===== config.mk =====
export PLATFORM = sky130hd
export DESIGN_NAME = split_sample_gen
export DESIGN_NICKNAME = d
export VERILOG_FILES = /design/src/rtl/split_sample_gen.sv
export SDC_FILE = /design/constraint.sdc
export NUM_CORES = 2
export LEC_CHECK = 0
export ABC_CLOCK_PERIOD_IN_PS = 4370
export CORE_AREA = 8 8 336 338
export CTS_CLUSTER_SIZE = 12
export DETAILED_ROUTE_END_ITERATION = 10
export DIE_AREA = 0 0 344 346
export GPL_TIMING_DRIVEN = 0
export PLACE_DENSITY = 0.64
export SLEW_MARGIN = 20
export SYNTH_ARGS = -nofsm -noshare
export SYNTH_HDL_FRONTEND = slang
export SYNTH_SLANG_ARGS = --single-unit

===== constraint.sdc =====
create_clock -name clk -period 4.37 [get_ports clk]
set_clock_uncertainty 0.1 [all_clocks]
set_input_delay 1.311 -clock clk [delete_from_list [all_inputs] [get_ports clk]]
set_output_delay 1.311 -clock clk [all_outputs]
set_load 0.02 [all_outputs]

===== src/rtl/split_sample_gen.sv =====
`default_nettype none
// ============================================================================
// Module      : split_sample_gen
// Description : LFSR-driven candidate generator feeding a split constraint
//               stage; counts satisfying samples until target or budget hit.
// Revision    : 1.0 - initial release
// ============================================================================
module split_sample_gen #(
    parameter int VEC_W = 368,
    parameter int CNT_W = 16
) (
    input  logic             clk,
    input  logic             rst,
    input  logic             start,
    input  logic [31:0]      seed,
    input  logic [CNT_W-1:0] target,
    input  logic [31:0]      max_tries,
    output logic [VEC_W-1:0] cand_vec,
    output logic             cand_valid,
    input  logic             cand_ready,
    input  logic             chk_valid,
    input  logic             chk_x,
    output logic [VEC_W-1:0] sol_vec,
    output logic             sol_valid,
    output logic [CNT_W-1:0] sol_count,
    output logic [31:0]      try_count,
    output logic             busy,
    output logic             done,
    output logic             exhausted
);

    localparam int WORDS = (VEC_W + 31) / 32;
    localparam int WC_W  = $clog2(WORDS + 1);
    localparam logic [WC_W-1:0] c_LAST_WORD = WC_W'(WORDS - 1);
    localparam logic [31:0]     c_LFSR_TAPS = 32'h8020_0003;

    localparam logic [2:0] S_IDLE  = 3'd0;
    localparam logic [2:0] S_FILL  = 3'd1;
    localparam logic [2:0] S_OFFER = 3'd2;
    localparam logic [2:0] S_WAIT  = 3'd3;
    localparam logic [2:0] S_DONE  = 3'd4;

    logic [2:0]       state_q, state_d;
    logic [31:0]      lfsr_q, lfsr_d;
    logic [WC_W-1:0]  word_cnt_q, word_cnt_d;
    logic [VEC_W-1:0] cand_vec_q, cand_vec_d;
    logic             cand_valid_q, cand_valid_d;
    logic [VEC_W-1:0] sol_vec_q, sol_vec_d;
    logic             sol_valid_q, sol_valid_d;
    logic [CNT_W-1:0] sol_count_q, sol_count_d;
    logic [31:0]      try_count_q, try_count_d;
    logic [CNT_W-1:0] target_q, target_d;
    logic [31:0]      max_tries_q, max_tries_d;
    logic             exhausted_q, exhausted_d;

    logic [VEC_W-1:0] w_shifted;
    logic [31:0]      w_lfsr_next;
    logic [CNT_W-1:0] w_sol_inc;
    logic [31:0]      w_try_inc;
    logic [CNT_W-1:0] w_new_count;
    logic             w_finish;

    // New LFSR word enters at the LSBs; oldest word falls off the top.
    generate
        if (VEC_W > 32) begin : g_wide
            assign w_shifted = {cand_vec_q[VEC_W-33:0], lfsr_q};
        end else begin : g_narrow
            assign w_shifted = lfsr_q[VEC_W-1:0];
        end
    endgenerate

    assign w_lfsr_next = lfsr_q[0] ? ((lfsr_q >> 1) ^ c_LFSR_TAPS) : (lfsr_q >> 1);
    assign w_sol_inc   = (sol_count_q == {CNT_W{1'b1}}) ? sol_count_q
                                                        : sol_count_q + {{(CNT_W-1){1'b0}}, 1'b1};
    assign w_try_inc   = (try_count_q == 32'hFFFF_FFFF) ? try_count_q : try_count_q + 32'd1;
    assign w_new_count = chk_x ? w_sol_inc : sol_count_q;
    assign w_finish    = (w_new_count == target_q) ||
                         ((max_tries_q != 32'd0) && (try_count_q == max_tries_q));

    always_comb begin
        state_d      = state_q;
        lfsr_d       = lfsr_q;
        word_cnt_d   = word_cnt_q;
        cand_vec_d   = cand_vec_q;
        cand_valid_d = cand_valid_q;
        sol_vec_d    = sol_vec_q;
        sol_valid_d  = 1'b0;
        sol_count_d  = sol_count_q;
        try_count_d  = try_count_q;
        target_d     = target_q;
        max_tries_d  = max_tries_q;
        exhausted_d  = exhausted_q;
        case (state_q)
            S_IDLE, S_DONE: begin
                if (start) begin
                    lfsr_d      = (seed == 32'd0) ? 32'd1 : seed;
                    target_d    = target;
                    max_tries_d = max_tries;
                    sol_count_d = '0;
                    try_count_d = '0;
                    exhausted_d = 1'b0;
                    word_cnt_d  = '0;
                    state_d     = (target == '0) ? S_DONE : S_FILL;
                end
            end
            S_FILL: begin
                cand_vec_d = w_shifted;
                lfsr_d     = w_lfsr_next;
                if (word_cnt_q == c_LAST_WORD) begin
                    word_cnt_d   = '0;
                    cand_valid_d = 1'b1;
                    state_d      = S_OFFER;
                end else begin
                    word_cnt_d = word_cnt_q + 1'b1;
                end
            end
            S_OFFER: begin
                if (cand_ready) begin
                    try_count_d  = w_try_inc;
                    cand_valid_d = 1'b0;
                    state_d      = S_WAIT;
                end
            end
            S_WAIT: begin
                if (chk_valid) begin
                    sol_count_d = w_new_count;
                    if (chk_x) begin
                        sol_vec_d   = cand_vec_q;
                        sol_valid_d = 1'b1;
                    end
                    if (w_finish) begin
                        exhausted_d = (w_new_count < target_q);
                        state_d     = S_DONE;
                    end else begin
                        state_d = S_FILL;
                    end
                end
            end
            default: state_d = S_IDLE;
        endcase
    end

    always_ff @(posedge clk) begin
        if (rst) begin
            state_q      <= S_IDLE;
            lfsr_q       <= '0;
            word_cnt_q   <= '0;
            cand_vec_q   <= '0;
            cand_valid_q <= 1'b0;
            sol_vec_q    <= '0;
            sol_valid_q  <= 1'b0;
            sol_count_q  <= '0;
            try_count_q  <= '0;
            target_q     <= '0;
            max_tries_q  <= '0;
            exhausted_q  <= 1'b0;
        end else begin
            state_q      <= state_d;
            lfsr_q       <= lfsr_d;
            word_cnt_q   <= word_cnt_d;
            cand_vec_q   <= cand_vec_d;
            cand_valid_q <= cand_valid_d;
            sol_vec_q    <= sol_vec_d;
            sol_valid_q  <= sol_valid_d;
            sol_count_q  <= sol_count_d;
            try_count_q  <= try_count_d;
            target_q     <= target_d;
            max_tries_q  <= max_tries_d;
            exhausted_q  <= exhausted_d;
        end
    end

    assign cand_vec   = cand_vec_q;
    assign cand_valid = cand_valid_q;
    assign sol_vec    = sol_vec_q;
    assign sol_valid  = sol_valid_q;
    assign sol_count  = sol_count_q;
    assign try_count  = try_count_q;
    assign exhausted  = exhausted_q;
    assign busy       = (state_q == S_FILL) || (state_q == S_OFFER) || (state_q == S_WAIT);
    assign done       = (state_q == S_DONE);

endmodule
`default_nettype wire


==> impl_metrics.ini <==
[place]
place_inst = 6352
portBuffers = 874
placed_area_um2 = 42400
hpwl_um = 122000
gp_congestion = 0.943
dp_slack_ns = -0.562

[logic_synthesis]
yosysWarnings = 0
netlist_area_um2 = 31900
synth-main-ff-cell = dfxtp_1
syn-instance-count = 4064
syn_nets = 4169
synth_compound_area_share_pct = 14.6
synth-xor-area-share_pct = 2.01
syn_area_per_cell_um2 = 7.84
synth_fa_ha_area_share_pct = 0.746
ys_async_sr_fraction_pct = 0
yosys.area_share.simple_pct = 23.5
synth_mux_area_share_pct = 0.196
ys_ff_latch = 874
ys_seq_area_share_pct = 54.9
synth_cell_types = 60
synth_edf_count = 0
synth_top_family_by_area = simple AND/OR/NAND/NOR gates

[timing]
worst_slack_ns = 0.224
max_slew_margin_pct = 25.0
drv_slew = 0
fmaxAchievable_mhz = 241
min_period_ns = 4.15
period_share_pct = 94.9
tightest_slew_ns = 1.13
setup_viol = 0
rsz0062_at_grt = no
whs_ns = 0.353
hold_viol = 0

[setup_path]
cp_slowest_stage_delay_ns = 0.83
cp_max_fo = 10
worstPathCellList = clkdlybuf4s50_1, nand2_1, nor2_1, nand2_1, clkbuf_1, clkbuf_1, nand2_1, a21oi_1
cp-end-kind = register
crit_type = input pin to register
cp_slowest_cell = clkbuf_1
critical_path_arrival_ns = 4.62
cp.required_ns = 4.84
cp_common_cell = nand2_1
startpoint_type = input pin

[clocking]
htree_levels = 3
clock_latency_ns = 0.67
clk_pin_slew_ns = 0.06
cts_buffer_depth = 3
clock-sinks = 874
hold_buffers = 0
post_cts_buffers = 0
cts_root_buffer = clkbuf_16
cts_tree = done
cts-resized-gates = 0
numCtsBuffers = 95

[routing]
postRouteAntennaNets = 0
totalWireLength_um = 156000
drcViolationCount = 0
wl_per_cell_um = 23.9
avgViaCountPerCell = 5.01
vias = 32717
drt_pass1_iterations = 7
drt-initial-drc-count = 2578

[cells_and_area]
fin_cells = 6524
drive_above_1_share_pct = 4.23
fin_area_um2 = 45500
fin_util_pct = 42.2
area_delta_synth_final_pct = 42.7
final_common_cell = nand2_1
nets = 5140
final_cell_mix = 1,669 x nand2_1, 874 x dfxtp_1, 874 x clkdlybuf4s50_1, 806 x a21oi_1, 264 x clkbuf_1

[pwr]
p_leak_nw = 14.6
irDropWorstVdd_uv = 341
powerDensity_nw_per_um2 = 426

[grt]
grt_pass1_vias = 30655
grt_start_max_net_pins = 14
overflow = 0
grt_pass1_wl_um = 218000
track_usage_pct = 24.6
grt_antenna_before_repair = 3

[die]
die_y_um = 346
rows = 121
die_x_um = 344
die-area_um2 = 119000
initial_utilization_pct = 29.6
top_level_ports = 875
core_area_um2 = 108000

[outcome]
status = finished clean

[job]
maxCapViolCount = 0

[worst_hold_path]
hold_class = register to register
-- registers in the layout (all words and copies together) (netlist names) --
register / count
try_count: 32
target_q: 16
sol_valid: 1
lfsr_q: 32
max_tries_q: 32
sol_count: 16
state_q: 3
cand_vec: 368
exhausted: 1
word_cnt_q: 4
sol_vec: 368
cand_valid: 1
-- final cells by class --
cell class	instances	area [um2]
fill	10875	62300
tap	1414	1770
clock inverter	24	214
inverter	18	67.6
multi-input combinational	2881	13100
antenna	2	5.00
timing repair buffer	874	8750
buffer	291	1200
sequential	874	17500
clock buffer	146	2850
-- synth_stat cells (all sizes together), types with 2 or more instances --
library cell / number / area [um2]
a211oi: 3 / 22.5
a21o: 7 / 52.6
a21oi: 806 / 4030
a22oi: 2 / 15.0
a311oi: 2 / 17.5
a31o: 2 / 17.5
a31oi: 42 / 263
a32o: 2 / 20.0
a41oi: 2 / 17.5
and2: 7 / 45.1
and3: 4 / 26.3
and4: 9 / 81.3
buf: 43 / 239
clkbuf: 248 / 951
dfxtp: 874 / 17500
ha: 19 / 238
inv: 18 / 67.6
mux2: 2 / 22.5
mux2i: 4 / 40.0
nand2: 1669 / 6260
nand2b: 11 / 78.8
nand3: 18 / 90.1
nand3b: 3 / 22.5
nand4: 25 / 169
nor2: 66 / 248
nor2b: 5 / 31.3
nor3: 21 / 105
nor3b: 2 / 15.0
nor4: 30 / 203
nor4b: 4 / 35.0
o21a: 2 / 15.0
o21ai: 15 / 75.1
o41a: 2 / 22.5
or2: 4 / 25.0
or3: 5 / 31.3
xnor2: 62 / 543
xor2: 11 / 96.3
-- cells by family after synthesis --
| kind of cell | Yosys count |
|---|---|
| compound gates | 897 |
| simple gates | 1886 |
| mux | 6 |
| xor+xnor | 73 |
| fa+ha+maj | 19 |
| buf+inv | 309 |
| flops | 874 |
-- per-stage QoR --
| stage | total power [mW] | TNS (ns) |
|---|---|---|
| after floorplan | 10.3 | 0 |
| after global placement | 11.6 | -265.34 |
| after detailed placement | 11.6 | -22.93 |
| after CTS | 19.5 | 0 |
| after global routing | 20.1 | 0 |
| final | 19.4 | 0 |
-- critical path, delay by kind of cell --
family / cells / cell delay [ns]
buf+inv: 3 / 1.98
simple gates: 4 / 1.14
compound gates: 1 / 0.18
-- where the power goes --
| group | switching [mW] | internal (mW) |
|---|---|---|
| sequential | 0.241 | 8.18 |
| combinational | 2.29 | 0.717 |
| clock | 3.39 | 4.55 |
| total | 5.93 | 13.5 |
-- per-layer routing --
metal / global-route usage [%] / vias up / wire (um) / share of wire (%)
met5: 0 / - / 13 / 0.0083
met4: 10.7 / 2 / 7090 / 4.6
met3: 5.99 / 301 / 13500 / 8.6
met2: 40.9 / 1474 / 72700 / 47
met1: 30.0 / 15677 / 62500 / 40
li1: - / 15263 / - / -
-- final timing paths --
kind	endpoint	start	cells past startpoint	slack, ns
worst max register to register	exhausted$_SDFFE_PP0P_	sol_count[3]$_SDFFE_PP0P_	13	0.39
worst min-delay path	sol_vec[2]$_SDFFE_PP0P_	sol_vec[2]$_SDFFE_PP0P_	2	0.35
worst max-delay path	sol_vec[224]$_SDFFE_PP0P_	chk_valid	8	0.22
worst min register to register	sol_vec[2]$_SDFFE_PP0P_	sol_vec[2]$_SDFFE_PP0P_	2	0.35
(Power assumes the default switching activity.)
